===== config.mk =====
export PLATFORM = sky130hd
export DESIGN_NAME = accel_rd_arbiter
export DESIGN_NICKNAME = d
export VERILOG_FILES = /design/src/rtl/accel_rd_arbiter_pkg.sv /design/src/rtl/accel_rd_arbiter_rr_arb2.sv /design/src/rtl/accel_rd_arbiter.sv
export SDC_FILE = /design/constraint.sdc
export NUM_CORES = 1
export LEC_CHECK = 0
export ABC_AREA = 1
export BUFFER_PORTS_ARGS = -buffer_cell sky130_fd_sc_hd__buf_2
export CORE_AREA = 2 2 363 365
export DETAILED_ROUTE_END_ITERATION = 10
export DIE_AREA = 0 0 365 367
export PLACE_DENSITY_LB_ADDON = 0.08
export SYNTH_ARGS = -nofsm -noshare
export SYNTH_HDL_FRONTEND = slang
export SYNTH_HIERARCHICAL = 1
export SYNTH_SLANG_ARGS = --single-unit

===== constraint.sdc =====
create_clock -name clk -period 3.64 [get_ports clk]
set_input_delay 0.364 -clock clk [delete_from_list [all_inputs] [get_ports clk]]
set_output_delay 0.364 -clock clk [all_outputs]
set_load 0.05 [all_outputs]

===== src/rtl/accel_rd_arbiter_pkg.sv =====
// Shared types and constants for the two-requester AXI read arbiter.
// Holds the FSM encoding, AXI burst-type and default ID, and the arlen clamp helper.
package accel_rd_arbiter_pkg;

   typedef enum logic [1:0] {
      ST_IDLE = 2'd0,
      ST_ADDR = 2'd1,
      ST_DATA = 2'd2
   } state_t;

   localparam logic [1:0] BURST_INCR = 2'b01;
   localparam logic [7:0] DEFAULT_ID = 8'h80;

   typedef struct packed {
      logic [7:0] len;
      logic       over;
   } len_chk_t;

   function automatic len_chk_t clamp_len(input logic [7:0] len, input logic [7:0] max_len);
      len_chk_t r;
      r.over = (len > max_len);
      r.len  = r.over ? max_len : len;
      return r;
   endfunction

endpackage


===== src/rtl/accel_rd_arbiter_rr_arb2.sv =====
// Two-way round-robin grant, combinational grant; last winner updates when take is high.
// Zero latency; a held request simply waits, nothing is dropped.
module rr_arb2 (
   input  logic clk,
   input  logic rstn,
   input  logic req_a,
   input  logic req_b,
   input  logic take,
   output logic gnt_a,
   output logic gnt_b
);

   logic last_b;

   // On a tie the side that did not win last time goes first.
   always_comb begin
      gnt_a = req_a && (!req_b || last_b);
      gnt_b = req_b && !gnt_a;
   end

   always_ff @(posedge clk) begin
      if (!rstn) begin
         last_b <= 1'b1;
      end else if (take && (gnt_a || gnt_b)) begin
         last_b <= gnt_b;
      end
   end

endmodule


===== src/rtl/accel_rd_arbiter.sv =====
// Arbitrates two burst loaders onto one AXI read port, one burst in flight; AR issues 1 cycle
// after acceptance, R beats are a combinational pass-through with requester rready as backpressure.
module accel_rd_arbiter
   import accel_rd_arbiter_pkg::*;
#(
   parameter int                  DATA_WIDTH = 256,
   parameter int                  ADDR_WIDTH = 32,
   parameter int                  ID_WIDTH   = 8,
   parameter logic [ID_WIDTH-1:0] ID         = ID_WIDTH'(DEFAULT_ID),
   parameter int                  MAX_LEN    = 15
) (
   input  logic                  clk,
   input  logic                  rstn,
   input  logic                  req_a_valid,
   output logic                  req_a_ready,
   input  logic [ADDR_WIDTH-1:0] req_a_addr,
   input  logic [7:0]            req_a_len,
   output logic [DATA_WIDTH-1:0] a_rdata,
   output logic                  a_rvalid,
   output logic                  a_rlast,
   input  logic                  a_rready,
   input  logic                  req_b_valid,
   output logic                  req_b_ready,
   input  logic [ADDR_WIDTH-1:0] req_b_addr,
   input  logic [7:0]            req_b_len,
   output logic [DATA_WIDTH-1:0] b_rdata,
   output logic                  b_rvalid,
   output logic                  b_rlast,
   input  logic                  b_rready,
   output logic [ID_WIDTH-1:0]   axi_arid,
   output logic [ADDR_WIDTH-1:0] axi_araddr,
   output logic [7:0]            axi_arlen,
   output logic [2:0]            axi_arsize,
   output logic [1:0]            axi_arburst,
   output logic                  axi_arvalid,
   input  logic                  axi_arready,
   input  logic [ID_WIDTH-1:0]   axi_rid,
   input  logic [DATA_WIDTH-1:0] axi_rdata,
   input  logic [1:0]            axi_rresp,
   input  logic                  axi_rlast,
   input  logic                  axi_rvalid,
   output logic                  axi_rready,
   output logic                  busy,
   output logic                  err
);

   localparam logic [2:0] AR_SIZE   = 3'($clog2(DATA_WIDTH / 8));
   localparam logic [7:0] MAX_LEN_B = 8'(MAX_LEN);

   state_t                state_q, state_d;
   logic [ADDR_WIDTH-1:0] addr_q;
   logic [7:0]            len_q;
   logic [7:0]            cnt_q;
   logic                  sel_b_q;
   logic                  err_q;
   logic                  err_set;
   logic                  gnt_a, gnt_b;
   logic                  in_idle;
   logic                  beat;
   logic [7:0]            sel_len;
   len_chk_t              chk;

   assign in_idle = (state_q == ST_IDLE);
   assign beat    = (state_q == ST_DATA) && axi_rvalid && axi_rready;
   assign sel_len = gnt_b ? req_b_len : req_a_len;
   assign chk     = clamp_len(sel_len, MAX_LEN_B);

   rr_arb2 u_rr_arb2 (
      .clk   (clk),
      .rstn  (rstn),
      .req_a (req_a_valid),
      .req_b (req_b_valid),
      .take  (in_idle),
      .gnt_a (gnt_a),
      .gnt_b (gnt_b)
   );

   always_comb begin
      state_d     = state_q;
      req_a_ready = 1'b0;
      req_b_ready = 1'b0;
      axi_arvalid = 1'b0;
      axi_rready  = 1'b0;
      a_rvalid    = 1'b0;
      b_rvalid    = 1'b0;
      a_rlast     = 1'b0;
      b_rlast     = 1'b0;
      err_set     = 1'b0;
      case (state_q)
         ST_IDLE: begin
            req_a_ready = gnt_a;
            req_b_ready = gnt_b;
            if (gnt_a || gnt_b) begin
               state_d = ST_ADDR;
               err_set = chk.over;
            end
         end
         ST_ADDR: begin
            axi_arvalid = 1'b1;
            if (axi_arready) state_d = ST_DATA;
         end
         ST_DATA: begin
            axi_rready = sel_b_q ? b_rready : a_rready;
            a_rvalid   = !sel_b_q && axi_rvalid;
            b_rvalid   = sel_b_q && axi_rvalid;
            a_rlast    = !sel_b_q && axi_rlast;
            b_rlast    = sel_b_q && axi_rlast;
            if (beat) begin
               // Bad ID/response or rlast out of step with the count flags err; rlast still ends the burst.
               if ((axi_rid != ID) || (axi_rresp != 2'b00)) err_set = 1'b1;
               if (axi_rlast != (cnt_q == len_q)) err_set = 1'b1;
               if (axi_rlast) state_d = ST_IDLE;
            end
         end
         default: state_d = ST_IDLE;
      endcase
   end

   // AR fields read as zero whenever no address is being offered.
   assign axi_arid    = axi_arvalid ? ID : '0;
   assign axi_araddr  = axi_arvalid ? addr_q : '0;
   assign axi_arlen   = axi_arvalid ? len_q : '0;
   assign axi_arsize  = axi_arvalid ? AR_SIZE : '0;
   assign axi_arburst = axi_arvalid ? BURST_INCR : '0;
   assign a_rdata     = axi_rdata;
   assign b_rdata     = axi_rdata;
   assign busy        = !in_idle;
   assign err         = err_q;

   always_ff @(posedge clk) begin
      if (!rstn) begin
         state_q <= ST_IDLE;
         addr_q  <= '0;
         len_q   <= '0;
         cnt_q   <= '0;
         sel_b_q <= 1'b0;
         err_q   <= 1'b0;
      end else begin
         state_q <= state_d;
         err_q   <= err_q | err_set;
         if (in_idle && (gnt_a || gnt_b)) begin
            addr_q  <= gnt_b ? req_b_addr : req_a_addr;
            len_q   <= chk.len;
            sel_b_q <= gnt_b;
            cnt_q   <= '0;
         end else if (beat) begin
            cnt_q <= cnt_q + 8'd1;
         end
      end
   end

endmodule


==> qor.txt <==
FILL cells: 15700
Gpl congestion: 0.610
Post-DR vias/cell: 1.67
Kind of critical path: reg2out
Worst-Margin Slew: 0.902 ns
Initial drt markers: 111
Synth area leader: buf_4
Post-CTS setup buffer count: 0
Layout cells sized above 1: 31.9%
First-pass DRT Iterations: 4
Min Tclk post-route: 2.69 ns
Worst Clk Skew: 0.0135 ns
Area occupied by multi-input gates: 1490 sq um
Tcrit/Tclk final: 74.0%
Largest cells by area after synthesis: buf_4 58%, dfxtp_1 16%, nand2_1 5.8%, inv_1 3.5%, nor2_1 3.4%
Crit. End Element: output port
Clk Latency, worst-skew pair: 0.36 ns
Post-route insts no fill: 2345
Synth top area share: 58.0%
CTS tree: built
Most frequent cells after synthesis: 527 x buf_4, 105 x nand2_1, 63 x inv_1
Initial antenna violation count: 5
CTS Sinks: 53
Top FF cell, synth: dfxtp_1
Cell area after synthesis: 6830 sq um
Number of synthesized flops with an enable pin: 0
Final hold slack: 0.253 ns
Pwr dens: 335 nW/um^2
Core Util, Final: 4.58%
First-pass GRT wire length: 39.6 mm
Most frequent cell after synthesis: buf_4
Placed insts: 2336
Nets@finish: 944
ANT nets after route: 0
Number of global-route vias before repair: 4249
Post-Syn Instances: 961
Final setup viols: 0
Area growth from synthesis to layout: -12.4%
Storage element area: 1060 sq um
Pleak: 2.00 nW
Max-Cap Viols: 0
Initial Util: 5.23%
Hold Vio Cnt, Final: 0
Total Power: 0.00201 W
Status: complete, no violations
# hold bufs at CTS: 0
Final setup TNS: 0 ns
Total track usage: 4.47%
Io pins: 930
Ys async rst share: 0%
Area of the die: 134000 sq um
Total gr overflow: 0
DRC errors left: 0
Pins Over Slew Limit: 0
Row count: 133
Synth unique cells: 31
CP startpoint kind: flop
Hold Path Class: in2reg
Worst vdd ir: 181 uV
I/O Buffers: 152
Estimated wirelength of the detail-placed design: 23.9 mm
Crit path max fanout: 16
Vias: 3923
Slew HR: 39.4%
RSZ-0062 raised after global routing: false
Wire length per cell: 13.1 um
Mean Syn Cell Area: 7.10 sq um
Clock root buffer: clkbuf_16
Synthesis-stage register bit count: 53
Die Y: 367 um
CTS buffer count: 5
Clock Path Buffers: 2
Worst path arrival time: 2.33 ns
Yosys warns: 6
H-tree depth: 2
Final wirelength: 30.6 mm
Largest net degree at the start of global routing: 72
Core area: 130000 sq um
Die width: 365 um
CTS clock-pin slew for the worst setup and hold paths: 0.11 ns
CTS resizes: 0
Worst path required time: 3.28 ns
Max frequency: 371 MHz
Seq/Total Area, Yosys: 15.5%
sequential cells by signal, indices dropped and copies added (netlist names):
register          cells
u_rr_arb2/last_b      1
cnt_q                 8
sel_b_q               1
state_q               2
addr_q               32
len_q                 8
err                   1
cells by family after synthesis:
kind of cell | synth area share (%)
buffers and inverters | 63.2
and+or+nand+nor | 13.0
AOI/OAI and AO/OA | 7.28
DFF | 15.5
xor gates and xnor gates | 0.770
adders and majority gates | 0.183
other | 0.0549
worst max-delay path, cell delays in order, from the launching register on:
cell and delay [ns]:
dfxtp_1 0.46, inv_1 0.07, nor2_1 0.30, inv_2 0.35, buf_4 0.34, nor2_1 0.14
buf_2 0.28
worst paths after layout:
path	to	slack, ns	start	cells after the start
setup / recovery	axi_araddr[4]	0.95	state_q[0]	6
hold / removal	addr_q[11]	0.25	req_b_addr[11]	3
setup reg to reg	state_q[0]	1.60	state_q[0]	6
hold reg to reg	len_q[6]	0.52	len_q[6]	2
report_power, final:
part           internal (W)  switching, W  total, W
Sequential         0.000646     0.0000424  0.000688
Clock              0.000280      0.000377  0.000657
Combinational      0.000163      0.000498  0.000661
Total               0.00109      0.000917   0.00201
placed cells by master, fill, tap and decap left out, types with 5 or more instances in the layout:
| master | netlist | routed |
|---|---|---|
| conb_1 | 1 | 9 |
| nand2_1 | 105 | 105 |
| clkbuf_16 | 0 | 5 |
| a31oi_1 | 35 | 35 |
| nor3_1 | 9 | 9 |
| xnor2_1 | 5 | 5 |
| buf_4 | 527 | 7 |
| a21oi_1 | 10 | 10 |
| nand3_1 | 8 | 8 |
| dfxtp_1 | 53 | 53 |
| buf_2 | 4 | 152 |
| inv_1 | 63 | 62 |
| o21ai_0 | 17 | 17 |
| nor2_1 | 61 | 61 |
| o21ai_1 | 23 | 23 |
metal layers:
layer | vias up | track usage, % | routed length, um
li1 | 1675 | - | -
met1 | 1664 | 4.73 | 11600
met2 | 409 | 6.43 | 12500
met3 | 175 | 2.41 | 3880
met4 | 0 | 3.84 | 2660
met5 | - | 0.109 | 0
final cells by class:
class                   instances  share of cell area, %
inverters                      67                   4.37
well taps                    1755                   36.7
multi-input cells             302                   25.0
flip-flops and latches         53                   17.7
clock inverters                 2                  0.230
repair buffers                159                   13.6
clock buffers                   6                   2.32
diodes                          1                 0.0418
through the flow:
stage,worst slack [ns],instance area [sq um]
final,0.947,5980
after global routing,0.592,5980
after CTS,0.644,5980
after detailed placement,1.10,5820
after global placement,1.18,5820
after floorplan,0.868,6860
No activity file was read; power rests on OpenSTA's default activity.
